### config.mk
export PLATFORM = sky130hd
export DESIGN_NAME = match_sequencer
export DESIGN_NICKNAME = d
export VERILOG_FILES = /design/src/rtl/match_sequencer.sv
export SDC_FILE = /design/constraint.sdc
export NUM_CORES = 1
export LEC_CHECK = 0
export ABC_AREA = 1
export CAP_MARGIN = 20
export CORE_ASPECT_RATIO = 0.7
export CORE_UTILIZATION = 62
export CTS_BUF_LIST = sky130_fd_sc_hd__clkbuf_8
export DETAILED_ROUTE_END_ITERATION = 8
export PLACE_DENSITY = 0.87
export SLEW_MARGIN = 10
export SYNTH_ARGS = -nofsm -noshare
export SYNTH_HDL_FRONTEND = slang
export SYNTH_SLANG_ARGS = --single-unit
### constraint.sdc
create_clock -name dyn_clk -period 3.99 [get_ports dyn_clk]
set_input_delay 0.9975 -clock dyn_clk [delete_from_list [all_inputs] [get_ports dyn_clk]]
set_output_delay 0.9975 -clock dyn_clk [all_outputs]
set_load 0.03 [all_outputs]
### src/rtl/match_sequencer.sv
// Pong match controller: edge-detects buttons and goal pulses, keeps scores, and sequences serve/play/pause/goal/over.
// Outputs are decoded from registered state only. Inputs are sampled every tick and there is no backpressure.
module match_sequencer #(
  parameter int WIN_SCORE   = 9,
  parameter int SERVE_DELAY = 60,
  parameter int GOAL_HOLD   = 40
) (
  input  logic       dyn_clk,
  input  logic       reset,
  input  logic       btn_start,
  input  logic       btn_pause,
  input  logic       goal_ply1,
  input  logic       goal_ply2,
  output logic       ball_reset,
  output logic       ball_play,
  output logic [3:0] score_ply1,
  output logic [3:0] score_ply2,
  output logic [1:0] winner,
  output logic       serve_to,
  output logic [2:0] state
);

  localparam logic [2:0] S_IDLE  = 3'd0;
  localparam logic [2:0] S_SERVE = 3'd1;
  localparam logic [2:0] S_PLAY  = 3'd2;
  localparam logic [2:0] S_PAUSE = 3'd3;
  localparam logic [2:0] S_GOAL  = 3'd4;
  localparam logic [2:0] S_OVER  = 3'd5;

  localparam logic [7:0] SERVE_LOAD = 8'(SERVE_DELAY - 1);
  localparam logic [7:0] GOAL_LOAD  = 8'(GOAL_HOLD - 1);
  localparam logic [3:0] WIN_VAL    = 4'(WIN_SCORE);

  logic [2:0] state_q, state_d;
  logic [7:0] timer_q, timer_d;
  logic [3:0] score1_q, score1_d;
  logic [3:0] score2_q, score2_d;
  logic [1:0] winner_q, winner_d;
  logic       serve_to_q, serve_to_d;
  logic       start_prev_q, pause_prev_q, g1_prev_q, g2_prev_q;

  logic start_edge, pause_edge, g1_edge, g2_edge;

  // Previous values reset high so a level held through reset is not an edge.
  assign start_edge = btn_start & ~start_prev_q;
  assign pause_edge = btn_pause & ~pause_prev_q;
  assign g1_edge    = goal_ply1 & ~g1_prev_q;
  assign g2_edge    = goal_ply2 & ~g2_prev_q;

  always_comb begin
    state_d    = state_q;
    timer_d    = timer_q;
    score1_d   = score1_q;
    score2_d   = score2_q;
    winner_d   = winner_q;
    serve_to_d = serve_to_q;
    case (state_q)
      S_IDLE: begin
        if (start_edge) begin
          state_d = S_SERVE;
          timer_d = SERVE_LOAD;
        end
      end
      S_SERVE: begin
        if (timer_q == 8'd0) state_d = S_PLAY;
        else                 timer_d = timer_q - 8'd1;
      end
      S_PLAY: begin
        // Simultaneous goals are treated as a void rally and re-served.
        if (g1_edge && g2_edge) begin
          state_d = S_SERVE;
          timer_d = SERVE_LOAD;
        end else if (g1_edge) begin
          score1_d   = score1_q + 4'd1;
          serve_to_d = 1'b1;
          state_d    = S_GOAL;
          timer_d    = GOAL_LOAD;
        end else if (g2_edge) begin
          score2_d   = score2_q + 4'd1;
          serve_to_d = 1'b0;
          state_d    = S_GOAL;
          timer_d    = GOAL_LOAD;
        end else if (pause_edge) begin
          state_d = S_PAUSE;
        end
      end
      S_PAUSE: begin
        if (pause_edge) state_d = S_PLAY;
      end
      S_GOAL: begin
        if (timer_q != 8'd0) begin
          timer_d = timer_q - 8'd1;
        end else if (score1_q == WIN_VAL) begin
          state_d  = S_OVER;
          winner_d = 2'b01;
        end else if (score2_q == WIN_VAL) begin
          state_d  = S_OVER;
          winner_d = 2'b10;
        end else begin
          state_d = S_SERVE;
          timer_d = SERVE_LOAD;
        end
      end
      S_OVER: begin
        if (start_edge) begin
          score1_d   = 4'd0;
          score2_d   = 4'd0;
          winner_d   = 2'b00;
          serve_to_d = 1'b0;
          state_d    = S_SERVE;
          timer_d    = SERVE_LOAD;
        end
      end
      default: state_d = S_IDLE;
    endcase
  end

  always_ff @(posedge dyn_clk) begin
    if (reset) begin
      state_q      <= S_IDLE;
      timer_q      <= 8'd0;
      score1_q     <= 4'd0;
      score2_q     <= 4'd0;
      winner_q     <= 2'b00;
      serve_to_q   <= 1'b0;
      start_prev_q <= 1'b1;
      pause_prev_q <= 1'b1;
      g1_prev_q    <= 1'b1;
      g2_prev_q    <= 1'b1;
    end else begin
      state_q      <= state_d;
      timer_q      <= timer_d;
      score1_q     <= score1_d;
      score2_q     <= score2_d;
      winner_q     <= winner_d;
      serve_to_q   <= serve_to_d;
      start_prev_q <= btn_start;
      pause_prev_q <= btn_pause;
      g1_prev_q    <= goal_ply1;
      g2_prev_q    <= goal_ply2;
    end
  end

  // GOAL deliberately drives neither output so the ball freezes in place.
  assign ball_reset = (state_q == S_IDLE) || (state_q == S_SERVE) || (state_q == S_OVER);
  assign ball_play  = (state_q == S_PLAY);
  assign score_ply1 = score1_q;
  assign score_ply2 = score2_q;
  assign winner     = winner_q;
  assign serve_to   = serve_to_q;
  assign state      = state_q;

endmodule

Yosys cells after proc, flatten, opt, wreduce, memory -nomap -nowiden --
Index checks and enable logic that the tools add are counted.
Storage, ports and cells: bits in registers 26, bits of input ports 6, output and inout port bits 16, logic and storage cells 98
Operators by class: add/sub/neg operators 3, equal/unequal tests 23, multiplexer cells 38, bitwise gates (word level) 8, reductions and logical operators 16
Operators with widths (count):
- $mux W8 | 8
- $pmux W8 S4 | 1
- $mux W3 | 10
- $mux W4 | 6
- $pmux W4 S2 | 2
- $pmux W3 S5 | 1
- $ne A2 B2 Y1 const B | 7
- $reduce_and A4 Y1 | 3
- $reduce_and A5 Y1 | 2
- $ne A3 B3 Y1 const B | 3
- $add A4 B1 Y4 const B | 2
- $eq A4 B4 Y1 const B | 2
- $logic_not A8 Y1 | 1
- $mux W2 | 4
- $reduce_bool A8 Y1 | 1
- $sub A8 B1 Y8 const B | 1
- $eq A3 B2 Y1 const B | 2
- $eq A3 B3 Y1 const B | 2
- $ne A2 B1 Y1 const B | 3
- $reduce_and A6 Y1 | 1
- $ne A5 B1 Y1 const B | 1
- $and A1 B1 Y1 | 4
- $mux W1 | 4
- $ne A4 B1 Y1 const B | 1
- 11 further kinds | 16

Logic depth before layout (Yosys ltp) --
Gate-level depths: netlist of run 1.
depth after elaboration 7, mapped depth 12, gate-level depth less buffers 12

Worst setup path after synthesis of run 1 --
OpenSTA, ideal clock, no wires.
path type reg-to-output, start reg state_q[0] (netlist: state[0]), end out ball_reset, arrival 1.324 ns, required time 2.993 ns, path slack 1.668 ns, cell stages (with the launch flop) 3, path buffers 0, cell sequence dfxtp_1 -> inv_2 -> a21oi_1
Between the ends: longest elaborated chain between the ends 3, elaborated cells on any way between the ends 5, classes of those cells eq/ne (2); reduce/logical (3)
RTL lines:
- start: declaration | line 34 | logic [2:0] state_q, state_d;
- start signal: assignment | line 131 | state_q <= state_d;
- $eq A3 B1 Y1 / $logic_not A3 Y1 (equally long branches) | line 145 | assign ball_reset = (state_q == S_IDLE) || (state_q == S_SERVE) || (state_q == S_OVER);
- $logic_or A1 B1 Y1 | line 145
- $logic_or A1 B1 Y1 (*) | line 145
- end: declaration | line 14 | output logic ball_reset,
Every way passes the cells marked *; elsewhere a longest branch is shown, timed or not.

Worst setup path after layout of run 1 --
start reg state_q[1] (netlist: state[1]), end out ball_play
Between the ends: longest elaborated chain between the ends 1
RTL lines:
- $eq A3 B2 Y1 | line 146 | assign ball_play = (state_q == S_PLAY);
- end: declaration | line 15 | output logic ball_play,
Every way passes these cells.

==> flow_summary.yaml, run 1 <==
power:
  pwr-share-seq_pct: 27.9
  p_clk_share_pct: 9.8
  power.internal_w: 0.000724
  ir_drop_v: 0.000401
  swShare_pct: 51.6
  p_leak_nw: 0.934
  power_density_mw_per_mm2: 744
  switchingPower_w: 0.000772
  p_comb_share_pct: 62.3
critical_path:
  crit_type: "reg -> out"
  crit_start: "state[1]$_SDFFE_PP0P_"
  endpoint: "ball_play"
  cp.arrival_ps: 1930
  ff2ff_path_depth: 9
  r2r_end: "score_ply1[1]$_SDFFE_PP0P_"
  path_max_fanout: 10
  endpoint_kind: "primary output"
  timing.rr.start: "state[1]$_SDFFE_PP0P_"
  reg2reg_slack_ps: 2180
  worstSetupStartpointType: "flop"
  crit_required_ps: 2990
logic_synthesis:
  synth_area_leaders: "dfxtp_1 30%, nand2_1 14%, nand3_1 6.1%, inv_1 5.9%, ha_1 5.8%"
  synth-seq-cells: 26
  avgSynthCellArea_um2: 6.69
  synthTopCellsByCount: "66 x nand2_1, 27 x inv_1, 26 x dfxtp_1"
  synth-seq-area-share_pct: 30.1
  synthDominantCellAreaShare_pct: 30.1
  yosysTopAreaCell: "dfxtp_1"
  synthArstFlopShare_pct: 0
  yosys_most_used_dff: "dfxtp_1"
  mappedNetlistNets: 273
  ys_types: 27
  yosys.cell_count.top_type: "nand2_1"
  synth-edff-count: 0
  syn_area_mm2: 0.00173
  yosysWarnings: 0
  synthCells: 259
hold_path:
  hold_depth: 2
  hp-class: "reg -> reg"
clock_network:
  clk_latency_ps: 270
  cts_root_buf: "clkbuf_8"
  postCtsHoldBufs: 0
  postCtsSetupBuffers: 0
  clk_pin_slew_ps: 90
  numCtsBuffers: 3
  ctsHtreeMaxLevel: 1
  cts_tree: "built"
  cts_num_sinks: 26
  cts_resized: 0
  cts_max_path_buffers: 2
route:
  vias_per_cell: 5.46
  routed_wirelength_um: 3930
  vias: 1714
  first_pass_iters: 5
  drc: 0
  ant_nets: 0
  wl_per_cell_um: 12.5
  drt_iter0_drc: 126
timing:
  tightestPinTransition_ps: 473
  rsz0062_at_grt: "no"
  setup-tns-final_ps: 0
  period_needed_ps: 2930
  min_period_over_period_pct: 73.4
  holdWs_ps: 449
  max_freq_mhz: 342
  finalSetupViolations: 0
  skew_ps: 2.68
  drv_slew: 0
  layout_setup_ws_ps: 1060
  slew_headroom_pct: 68.4
  hold_violations: 0
flow_run:
  cap_violations: 0
finish:
  antenna_cells: 0
  nets: 296
  drive_gt1_share_pct: 13.9
  area_delta_synth_final_pct: 16.0
  layout.cells.non_filler: 314
  design_area_mm2: 0.00201
die:
  num_rows: 15
  dieArea_mm2: 0.00301
  num_io_pins: 22
  chipHeight_um: 46.2
  core_area_mm2: 0.00255
  die_w_um: 65.2
  start_util_pct: 67.8
place:
  placed_cells: 311
  gp_routability_congestion: 0.976
  dp_hpwl_um: 3060
  io_buffers: 21
  post_dp_cell_area_mm2: 0.00197
  dpl_worst_slack_ps: 1300
global_routing:
  grt_max_degree: 14
  overflow: 0
  grt_first_pass_wirelength_um: 6380
  grt_antenna_before_repair: 0
  grt_use_total_pct: 28.7
  grt_pass1_vias: 1313
run_status:
  outcome: "complete, no violations"
power by group through the flow:
stage / sequential (W) / clock [W] / combinational (W)
after global placement: 0.000415 / 0 / 0.000898
after floorplan: 0.000462 / 0 / 0.000642
after global routing: 0.000428 / 0.000158 / 0.00103
after detailed placement: 0.000419 / 0 / 0.000917
after CTS: 0.000413 / 0.000148 / 0.000922
final: 0.000417 / 0.000147 / 0.000932
critical path: stages (launching register included):
cell	delay (ps)
dfxtp_1	620
nand2_2	150
nor2_4	190
clkdlybuf4s50_1	700
sequential cells by signal, indices dropped and copies added (netlist names):
name	flops
serve_to	1
g1_prev_q	1
g2_prev_q	1
winner	2
state	3
score_ply2	4
timer_q	8
pause_prev_q	1
score_ply1	4
start_prev_q	1
cells in the final DEF (no fill, tap or decap), types with 2 or more instances in the layout:
master / instances
clkbuf_8: 3
nand2_1: 66
nand2_4: 4
o21ai_2: 3
ha_1: 8
nand2_2: 6
nor3_1: 2
inv_2: 9
inv_1: 27
o21ai_1: 5
nand3_1: 21
nand4_1: 4
clkdlybuf4s50_1: 21
or2_2: 3
o21ai_0: 12
a21oi_1: 17
nor2_1: 25
xor2_1: 4
nor2_4: 7
nand3_2: 2
dfxtp_1: 26
stage by stage:
step	total power, W	utilization (%)
floorplan	0.00110	-
global placement	0.00131	77.1
detailed placement	0.00134	77.1
CTS	0.00148	78.7
global route	0.00161	78.7
finish	0.00150	78.7
worst min path at each step:
stage	start	to
floorplan	timer_q[5]$_SDFFE_PP0P_	timer_q[5]$_SDFFE_PP0P_
global placement	winner[1]$_SDFFE_PP0P_	winner[1]$_SDFFE_PP0P_
detailed placement	winner[1]$_SDFFE_PP0P_	winner[1]$_SDFFE_PP0P_
CTS	winner[1]$_SDFFE_PP0P_	winner[1]$_SDFFE_PP0P_
global route	winner[0]$_SDFFE_PP0P_	winner[0]$_SDFFE_PP0P_
finish	winner[1]$_SDFFE_PP0P_	winner[1]$_SDFFE_PP0P_
cells by family after synthesis:
kind of cell    synth area share, %
simple gates                   41.2
buf+inv                        8.74
compound gates                 11.7
flops                          30.1
fa+ha+maj                      5.78
xor+xnor                       2.53
area by class of cell:
type	count	area [µm²]
Timing Repair Buffer	21	210
Tap cell	34	42.5
Clock buffer	3	41.3
Multi-Input combinational cell	194	1060
Sequential cell	26	520
Fill cell	198	543
Inverter	36	135
layer usage:
layer | share of wire [%] | GRT usage, %
met5 | 0 | 0
met1 | 51 | 44.2
met3 | 8.0 | 5.94
met2 | 40 | 39.6
met4 | 1.2 | 7.39
(Power assumes the default switching activity.)
==> run 2, diff against run 1 <==
--- a/config.mk
+++ b/config.mk
@@ -8,10 +8,10 @@
 export ABC_AREA = 1
 export CAP_MARGIN = 20
 export CORE_ASPECT_RATIO = 0.7
-export CORE_UTILIZATION = 62
+export CORE_UTILIZATION = 57
 export CTS_BUF_LIST = sky130_fd_sc_hd__clkbuf_8
 export DETAILED_ROUTE_END_ITERATION = 8
-export PLACE_DENSITY = 0.87
+export PLACE_DENSITY = 0.81
 export SLEW_MARGIN = 10
 export SYNTH_ARGS = -nofsm -noshare
 export SYNTH_HDL_FRONTEND = slang
==> constraint.sdc (replaced) <==
create_clock -name dyn_clk -period 2.9 [get_ports dyn_clk]
set_input_delay 0.725 -clock dyn_clk [delete_from_list [all_inputs] [get_ports dyn_clk]]
set_output_delay 0.725 -clock dyn_clk [all_outputs]
set_load 0.03 [all_outputs]
==> run 2 against run 1 <==
Critical path depth unchanged; sequential power increased by 33%; die area increased by 8.4%; sequential cell count unchanged; clock-buffer cell count increased by 1; final cell count increased by 1.3%; final area increased by 1.2%; combinational power increased by 39%; total power increased by 40%; via count decreased by 0.76%; critical endpoint is now ball_reset; highest routed layer unchanged.
==> flow_summary.yaml, run 2 (same netlist as run 1, synthesis figures left out) <==
run_status:
  outcome: "complete, no violations"
flow_run:
  cap_violations: 0
hold_path:
  hold_depth: 2
  hp-class: "reg -> reg"
timing:
  min_period_over_period_pct: 87.6
  setup-tns-final_ps: 0
  slew_headroom_pct: 67.8
  finalSetupViolations: 0
  holdWs_ps: 449
  max_freq_mhz: 394
  period_needed_ps: 2540
  layout_setup_ws_ps: 361
  hold_violations: 0
  skew_ps: 5.23
  rsz0062_at_grt: "no"
  tightestPinTransition_ps: 481
  drv_slew: 0
finish:
  regMostFlops: "timer_q"
  drive_gt1_share_pct: 14.5
  area_delta_synth_final_pct: 17.4
  final_util_pct: 71.5
  design_area_mm2: 0.00203
  nets: 297
  final_common_cell: "nand2_1"
  antenna_cells: 0
  final_cell_mix: "66 x nand2_1, 27 x inv_1, 26 x dfxtp_1"
  largest_reg_flops: 8
  fill_cells: 266
route:
  ant_nets: 0
  drc: 0
  first_pass_iters: 5
  wl_per_cell_um: 12.3
  drt_iter0_drc: 123
  vias_per_cell: 5.35
  routed_wirelength_um: 3900
  vias: 1701
clock_network:
  cts_max_path_buffers: 2
  numCtsBuffers: 3
  postCtsSetupBuffers: 0
  cts_root_buf: "clkbuf_8"
  cts_resized: 0
  clk_latency_ps: 270
  ctsHtreeMaxLevel: 1
  clk_pin_slew_ps: 90
  cts_tree: "built"
  postCtsHoldBufs: 0
  cts_num_sinks: 26
power:
  p_leak_nw: 0.946
  power_density_mw_per_mm2: 1030
  ir_drop_v: 0.000663
place:
  post_dp_cell_area_mm2: 0.00198
  io_buffers: 21
  gp_routability_congestion: 0.939
  dpl_worst_slack_ps: 468
  dp_hpwl_um: 2960
critical_path:
  worstSetupStartpointType: "flop"
  crit_type: "reg -> out"
  ff2ff_path_depth: 9
  crit_required_ps: 2170
  cp.arrival_ps: 1810
  path_max_fanout: 8
  endpoint_kind: "primary output"
global_routing:
  overflow: 0
  grt_use_total_pct: 26.2
  grt_max_degree: 15
  grt_first_pass_wirelength_um: 6180
  grt_pass1_vias: 1332
  grt_antenna_before_repair: 0
die:
  core_area_mm2: 0.00284
  chipHeight_um: 48.1
  num_io_pins: 22
  num_rows: 16
  die_w_um: 67.9
  dieArea_mm2: 0.00327
  start_util_pct: 60.9
-- run 2: cell types whose count changed in the layout (fill, tap and decap cells not counted) --
cell / change
buf_4: +1
clkbuf_8: +1
-- run 2: final cells by class --
cell class              instances  area, µm²  area share (%)
flip-flops and latches         26        520            25.6
well taps                      36       45.0            2.22
inverters                      36        135            6.65
repair buffers                 22        218            10.7
multi-input cells             194       1060            52.1
clock buffers                   4       55.1            2.71
-- run 2: worst max-delay path, cell delays in order, from the launching register on --
cell and delay, ps:
dfxtp_1 580, inv_2 140, a21oi_1 140, clkdlybuf4s50_1 670
-- run 2: final timing paths --
| kind | from | end | slack, ps |
|---|---|---|---|
| max | state[0]$_SDFFE_PP0P_ | ball_reset | 360 |
| min | winner[0]$_SDFFE_PP0P_ | winner[0]$_SDFFE_PP0P_ | 450 |
| max reg2reg | timer_q[0]$_SDFFE_PP0P_ | state[1]$_SDFFE_PP0P_ | 1050 |
| min reg2reg | winner[0]$_SDFFE_PP0P_ | winner[0]$_SDFFE_PP0P_ | 450 |
-- run 2: layer usage --
layer / GRT usage, % / vias up / routed length (µm)
met5: 0 / - / 0
met4: 7.50 / 0 / 64
met3: 4.91 / 8 / 380
met2: 34.5 / 76 / 1490
met1: 42.0 / 747 / 1970
li1: - / 870 / -
-- run 2: stage by stage --
| stage | cells | total power, W |
|---|---|---|
| 2_1_floorplan | 259 | 0.00152 |
| 3_5_place_dp | 314 | 0.00183 |
| 4_1_cts | 318 | 0.00208 |
| 6_report | 318 | 0.00209 |
| 3_3_place_gp | 314 | 0.00182 |
| 5_1_grt | 318 | 0.00228 |
-- run 2: where the power goes --
part	total [W]	switching, W	internal (W)
combinational	0.00130	0.000849	0.000454
sequential	0.000554	0.000101	0.000453
clock	0.000237	0.000115	0.000122
==> run 3, diff against run 2 <==
--- a/config.mk
+++ b/config.mk
@@ -8,9 +8,11 @@
 export ABC_AREA = 1
 export CAP_MARGIN = 20
 export CORE_ASPECT_RATIO = 0.7
+export CORE_MARGIN = 3
 export CORE_UTILIZATION = 57
 export CTS_BUF_LIST = sky130_fd_sc_hd__clkbuf_8
 export DETAILED_ROUTE_END_ITERATION = 8
+export HOLD_SLACK_MARGIN = 0.05
 export PLACE_DENSITY = 0.81
 export SLEW_MARGIN = 10
 export SYNTH_ARGS = -nofsm -noshare
==> run 3 against run 2 <==
Worst hold slack got worse by 2.8 ps; sequential power grew 0.7%; critical path depth unchanged; die area grew 15%.
==> flow_summary.yaml, run 3 (same netlist as run 1, synthesis figures left out) <==
run_status:
  outcome: "complete, no violations"
critical_path:
  slowest_delay_ps: 680
  reg2reg_slack_ps: 1210
  endpoint_kind: "primary output"
  worstSetupStartpointType: "flop"
  timing.rr.start: "timer_q[0]$_SDFFE_PP0P_"
  r2r_end: "state[0]$_SDFFE_PP0P_"
  cp_top_family: "buffers and inverters"
  path_buf_inv: 2
  ff2ff_path_depth: 9
  path_max_fanout: 8
  path_cells: "inv_2 > a21oi_1 > clkdlybuf4s50_1"
  crit_type: "reg -> out"
  cp.arrival_ps: 1860
  crit_required_ps: 2170
  cp_slowest_cell: "clkdlybuf4s50_1"
finish:
  final_cell_mix: "66 x nand2_1, 27 x inv_1, 26 x dfxtp_1"
  largest_reg_flops: 8
  layout.cells.non_filler: 318
  antenna_cells: 0
  area_delta_synth_final_pct: 17.4
  regMostFlops: "timer_q"
  final_util_pct: 71.5
  nets: 297
  drive_gt1_share_pct: 14.5
  final_common_cell: "nand2_1"
clock_network:
  cts_root_buf: "clkbuf_8"
  numCtsBuffers: 3
  postCtsSetupBuffers: 0
  postCtsHoldBufs: 0
  cts_tree: "built"
  cts_resized: 0
  cts_max_path_buffers: 2
  ctsHtreeMaxLevel: 1
  clk_pin_slew_ps: 90
  cts_num_sinks: 26
  clk_latency_ps: 270
hold_path:
  hp-class: "reg -> reg"
  hold_depth: 2
  hold_end: "winner[0]$_SDFFE_PP0P_"
  hp-start: "winner[0]$_SDFFE_PP0P_"
route:
  vias: 1660
  drt_iter0_drc: 155
  wl_per_cell_um: 12.2
  routed_wirelength_um: 3880
  ant_nets: 0
  first_pass_iters: 4
  drc: 0
  vias_per_cell: 5.22
place:
  io_buffers: 21
  dp_hpwl_um: 3050
  placed_cells: 314
  gp_routability_congestion: 0.863
timing:
  min_period_over_period_pct: 89.1
  setup-tns-final_ps: 0
  slew_headroom_pct: 67.8
  max_freq_mhz: 387
  drv_slew: 0
  period_needed_ps: 2590
  tightestPinTransition_ps: 481
  finalSetupViolations: 0
  rsz0062_at_grt: "no"
  hold_violations: 0
  skew_ps: 2.35
die:
  chipHeight_um: 52.1
  dieArea_mm2: 0.00375
  num_rows: 16
  die_w_um: 71.9
  start_util_pct: 60.9
  core_area_mm2: 0.00284
  num_io_pins: 22
power:
  power_density_mw_per_mm2: 1030
  ir_drop_v: 0.000545
  p_leak_nw: 0.946
  p_total_w: 0.00209
global_routing:
  grt_antenna_before_repair: 0
  grt_first_pass_wirelength_um: 6970
  grt_pass1_vias: 1477
  overflow: 0
  grt_use_total_pct: 23.7
  grt_max_degree: 15
flow_run:
  cap_violations: 0
## run 3: cell counts in the layout (fill, tap and decap cells not counted)
Identical to the previous run, type by type.
## run 3: power breakdown
part / internal [W] / total (W) / switching (W)
Combinational: 0.000454 / 0.00129 / 0.000838
Clock: 0.000121 / 0.000236 / 0.000115
Sequential: 0.000453 / 0.000558 / 0.000105
Total: 0.00103 / 0.00209 / 0.00106
## run 3: worst max-delay path by stage
stage | start | end | slack (ps) | depth (start not counted)
final | state[0]$_SDFFE_PP0P_ | ball_reset | 310 | 3
after global placement | goal_ply1 | score_ply1[0]$_SDFFE_PP0P_ | 570 | 10
after CTS | state[0]$_SDFFE_PP0P_ | ball_reset | 310 | 3
after detailed placement | goal_ply1 | state[0]$_SDFFE_PP0P_ | 490 | 9
after floorplan | state[0]$_SDFFE_PP0P_ | ball_reset | 850 | 2
after global routing | state[0]$_SDFFE_PP0P_ | ball_reset | 190 | 3
## run 3: tightest hold or removal path: stages (launching register included)
cell	delay, ps
dfxtp_1	320
inv_1	40
a21oi_1	50
## run 3: metrics by stage
step,hold slack (ps),worst slack [ps],instance area [µm²]
floorplan,454,851,1730
global placement,433,574,1980
detailed placement,438,492,1980
CTS,452,313,2030
global route,475,191,2030
finish,446,315,2030
## run 3: layout make-up
type | instances | area [µm²]
sequential | 26 | 520
multi-input combinational | 194 | 1060
clock buffer | 4 | 55.1
fill | 260 | 810
inverter | 36 | 135
tap | 36 | 45.0
timing repair buffer | 22 | 218
## run 3: routing by layer
layer,track usage [%],up-vias,part of all wire [%]
met2,33.8,55,38
met4,4.06,0,0.93
met1,36.3,728,54
met3,5.02,4,7.2
li1,-,873,-
met5,0,-,0
==> RTL edit 1 (config.mk and constraints of run 3) <==
Add an input register stage for `btn_start`, cleared by the reset; this delays it by one clock. The other inputs are not delayed to match.
--- a/src/rtl/match_sequencer.sv
+++ b/src/rtl/match_sequencer.sv
@@ -31,6 +31,16 @@
   localparam logic [7:0] GOAL_LOAD  = 8'(GOAL_HOLD - 1);
   localparam logic [3:0] WIN_VAL    = 4'(WIN_SCORE);
 
+  logic btn_start_q;
+
+  always_ff @(posedge dyn_clk) begin
+    if (reset) begin
+      btn_start_q <= '0;
+    end else begin
+      btn_start_q <= btn_start;
+    end
+  end
+
   logic [2:0] state_q, state_d;
   logic [7:0] timer_q, timer_d;
   logic [3:0] score1_q, score1_d;
@@ -42,7 +52,7 @@
   logic start_edge, pause_edge, g1_edge, g2_edge;
 
   // Previous values reset high so a level held through reset is not an edge.
-  assign start_edge = btn_start & ~start_prev_q;
+  assign start_edge = btn_start_q & ~start_prev_q;
   assign pause_edge = btn_pause & ~pause_prev_q;
   assign g1_edge    = goal_ply1 & ~g1_prev_q;
   assign g2_edge    = goal_ply2 & ~g2_prev_q;
@@ -134,7 +144,7 @@
       score2_q     <= score2_d;
       winner_q     <= winner_d;
       serve_to_q   <= serve_to_d;
-      start_prev_q <= btn_start;
+      start_prev_q <= btn_start_q;
       pause_prev_q <= btn_pause;
       g1_prev_q    <= goal_ply1;
       g2_prev_q    <= goal_ply2;
Function: changed (Yosys sat finds a counterexample within 4 cycles, from zero or initial values and one cycle with reset high).
==> RTL edit 1 against run 3 <==
Synthesized area shrank 4.3%; synthesized cell count shrank 5.0%; power shrank 16%; register-to-register slack improved by 0.02 ns; cell area decreased by 4.2%; first-iteration DRC count is 40% lower; global-route usage down 0.78 points; sequential cell count grew 1; sequential share of layout area grew 2.1 points; sequential power fell by 5.2%; non-clock buffer count is the same; routed wire length decreased by 1.9%; worst setup slack improved by 0.026 ns.
==> RTL edit 1: results (changes against run 3) <==
GR Layer Usage met1=34.3% (was 36.3%); Non-clock buffer share=11.2% (was 10.7%); synth cell count leaders=56 x nand2_1, 32 x nor2_1, 29 x inv_1 (was 66 x nand2_1, 27 x inv_1, 26 x dfxtp_1); status=completed (unchanged); worst rel slew slack=74.5% (was 67.8%); Leakage=0.874 nW (was 0.946 nW); layout cell share with drive strength beyond 1=13.3% (was 14.5%); RR Startpoint=state[1]$_SDFFE_PP0P_ (was timer_q[0]$_SDFFE_PP0P_); via count=1587 (was 1660); WHS=0.449 ns (was 0.446 ns); crit path DAT=1.83 ns (was 1.86 ns); Area after DPL=0.00190 mm2 (was 0.00198 mm2); first-pass GRT wire length=6530 um (was 6970 um); Area contributors post-synth=dfxtp_1 33%, nand2_1 13%, nor2_1 7.3% (was dfxtp_1 30%, nand2_1 14%, nand3_1 6.1%); DRT iter0 DRCs=93 (was 155); M3 GR Usage=4.91% (was 5.02%); Post-Syn Instances=246 (was 259); Storage cell area=541 um2 (was 520 um2); Worst Hold End=start_prev_q$_SDFF_PP1_ (was winner[0]$_SDFFE_PP0P_); worst vdd ir=0.458 mV (was 0.545 mV); Placer Congestion=0.880 (was 0.863); nets=285 (was 297); Total GRT Usage=22.9% (was 23.7%); CP max FO=9 (was 8); Post-DP HPWL=3060 um (was 3050 um); sequential share of the synthesized area=32.6% (was 30.1%); Multi-input gate area=966 um2 (was 0.00106 mm2); Seq/total area=27.7% (was 25.6%); Mapped Nets=260 (was 273); Final Skew=0.00481 ns (was 0.00235 ns); fill cell count=223 (was 260); #MultiIn Comb=181 (was 194); Clock buf/inv share=2.38% (was 2.71%)
==> RTL edit 1: cell count changes after synthesis, sizes merged <==
| cell | run 3 | this run |
|---|---|---|
| nand2 | 76 | 66 |
| xor2 | 4 | 2 |
| dfxtp | 26 | 27 |
| nor3 | 2 | 4 |
| nand4 | 4 | 3 |
| a22oi | 0 | 1 |
| o21ai | 20 | 14 |
| buf | 2 | 1 |
| a21oi | 17 | 15 |
| a31oi | 1 | 0 |
| nor2 | 33 | 39 |
| nand3 | 24 | 22 |
| a211oi | 0 | 2 |
==> RTL edit 1: routing by layer <==
layer  up-vias  routed length (um)
met5         -                   0
met3         4                 246
met4         0                  25
met1       704                2010
met2        51                1530
li1        828                   -
==> RTL edit 1: worst max path at each step <==
stage | cells after the start | end | slack, ns
6_report | 3 | ball_play | 0.34
5_1_grt | 3 | ball_play | 0.27
4_1_cts | 3 | ball_play | 0.35
3_5_place_dp | 10 | score_ply2[2]$_SDFFE_PP0P_ | 0.45
3_3_place_gp | 10 | score_ply2[2]$_SDFFE_PP0P_ | 0.53
2_1_floorplan | 2 | ball_reset | 0.97
==> RTL edit 1: report_power, final <==
group	switching, W	internal [W]
sequential	0.0000846	0.000445
clock	0.000119	0.0000965
combinational	0.000655	0.000349
==> RTL edit 1: cells by family (layout without fill, tap and decap cells) <==
group / count (synthesis) / in the layout / share of synthesized area, %
simple gates: 138 / 138 / 40.1
compound gates: 32 / 32 / 10.6
xor+xnor: 3 / 3 / 1.59
buf+inv: 38 / 62 / 9.06
fa+ha+maj: 8 / 8 / 6.04
flops: 27 / 27 / 32.6
==> RTL edit 2 (flow settings as in run 3) <==
Made on the original files. `SERVE_DELAY`: 60 -> 32.
--- a/src/rtl/match_sequencer.sv
+++ b/src/rtl/match_sequencer.sv
@@ -2,7 +2,7 @@
 // Outputs are decoded from registered state only. Inputs are sampled every tick and there is no backpressure.
 module match_sequencer #(
   parameter int WIN_SCORE   = 9,
-  parameter int SERVE_DELAY = 60,
+  parameter int SERVE_DELAY = 32,
   parameter int GOAL_HOLD   = 40
 ) (
   input  logic       dyn_clk,
Behaviour: no difference found for any inputs over 10 cycles, from zero or initial values and one cycle with reset high; that may be too few to reach the edited logic, so the function may still have changed.
==> RTL edit 2 against run 3 <==
Die area is 4.0% lower; routed wire length fell by 5.1%; highest routed layer unchanged; sequential cell count unchanged; critical path type unchanged; via count is 2.0% lower; power is 4.3% lower; worst setup slack worse by 0.028 ns; synthesized area fell by 4.4%; cell area decreased by 4.1%; clock skew is essentially flat; critical path depth unchanged.
==> RTL edit 2: results (changes against run 3) <==
nets=300 (was 297); post-synthesis cell type count=24 (was 27); via count=1627 (was 1660); Mapped Nets=275 (was 273); share of power burned in combinational logic=62.2% (was 61.9%); sequential share of the synthesized area=31.4% (was 30.1%); DRT iter0 DRCs=89 (was 155); crit path DAT=1.89 ns (was 1.86 ns); largest net degree at the start of global routing=14 (was 15); Clock power frac=10.0% (was 11.3%); Avg Vias per Cell=5.12 (was 5.22); vias in the first global route=1363 (was 1477); Area contributors post-synth=dfxtp_1 31%, nand2_1 17%, inv_1 8.2% (was dfxtp_1 30%, nand2_1 14%, nand3_1 6.1%); Post-Syn Instances=261 (was 259); Area after DPL=0.00191 mm2 (was 0.00198 mm2); Placed Instances=315 (was 314); synth cell count leaders=76 x nand2_1, 36 x inv_1, 30 x nor2_1 (was 66 x nand2_1, 27 x inv_1, 26 x dfxtp_1); Net Switching=0.00101 W (was 0.00106 W); number of port buffers=21 (unchanged); status=completed (unchanged); worst vdd ir=0.673 mV (was 0.545 mV); clock-pin slew on the worst setup and hold paths=approximately 0.080 ns; pin slew with the least headroom to its limit=0.417 ns (was 0.481 ns); Total Wirelength=3690 um (was 3880 um); post-CTS setup buffer count=0 (unchanged); Final Skew=0.00275 ns (was 0.00235 ns); Post-DP HPWL=2860 um (was 3050 um); Leakage=0.917 nW (was 0.946 nW); Placer Congestion=0.859 (was 0.863); Period Utilization, post-route=90.1% (was 89.1%)
==> RTL edit 2: cell count changes in the layout (fill, tap and decap cells not counted), sizes merged <==
| cell | run 3 | this run |
|---|---|---|
| o21ai | 20 | 17 |
| nand3 | 24 | 20 |
| nor2 | 33 | 34 |
| inv | 36 | 40 |
| nand2 | 76 | 80 |
| xnor2 | 1 | 2 |
| clkbuf | 4 | 3 |
==> RTL edit 2: cell type report <==
type	instances	area [um2]
clock buffers	3	41.3
flip-flops and latches	26	520
inverters	40	150
multi-input cells	193	977
well taps	34	42.5
fillers	233	659
repair buffers	22	218
==> RTL edit 2: kinds of logic (layout without fill, tap and decap cells) <==
logic type	Yosys count	after routing	synth area share, %
and+or+nand+nor	144	144	38.5
buffers and inverters	42	65	9.52
AOI/OAI and AO/OA	35	35	11.3
DFF	26	26	31.4
adders and majority gates	8	8	6.05
xor gates and xnor gates	6	6	3.17
==> RTL edit 2: worst max-delay path: stages, from the launching register on <==
cell and delay, ns:
dfxtp_1 0.51, nand2_2 0.11, nor2_2 0.26, clkdlybuf4s50_1 0.74
==> RTL edit 2: worst paths after layout <==
path / start / to / slack (ns) / depth (start not counted)
max: state[1]$_SDFFE_PP0P_ / ball_play / 0.29 / 3
min: winner[1]$_SDFFE_PP0P_ / winner[1]$_SDFFE_PP0P_ / 0.45 / 2
max reg2reg: timer_q[0]$_SDFFE_PP0P_ / timer_q[1]$_SDFFE_PP0P_ / 1.13 / 10
min reg2reg: winner[1]$_SDFFE_PP0P_ / winner[1]$_SDFFE_PP0P_ / 0.45 / 2
==> RTL edit 2: metrics by stage <==
stage / hold WS [ns] / utilization [%] / setup slack (ns) / power, W
2_1_floorplan: 0.459 / - / 0.910 / 0.00148
3_3_place_gp: 0.440 / 73.1 / 0.516 / 0.00177
3_5_place_dp: 0.440 / 73.1 / 0.486 / 0.00178
4_1_cts: 0.454 / 74.7 / 0.284 / 0.00199
5_1_grt: 0.499 / 74.7 / 0.180 / 0.00221
6_report: 0.449 / 74.7 / 0.286 / 0.00200
==> RTL edit 2: layer usage <==
| layer | global-route usage, % | part of all wire (%) | up-vias | wire length [um] |
|---|---|---|---|---|
| met5 | 0 | 0 | - | 0 |
| met4 | 4.78 | 0.68 | 0 | 25 |
| met3 | 4.72 | 7.8 | 4 | 289 |
| met2 | 31.8 | 38 | 40 | 1410 |
| met1 | 34.6 | 53 | 717 | 1960 |
| li1 | - | - | 866 | - |
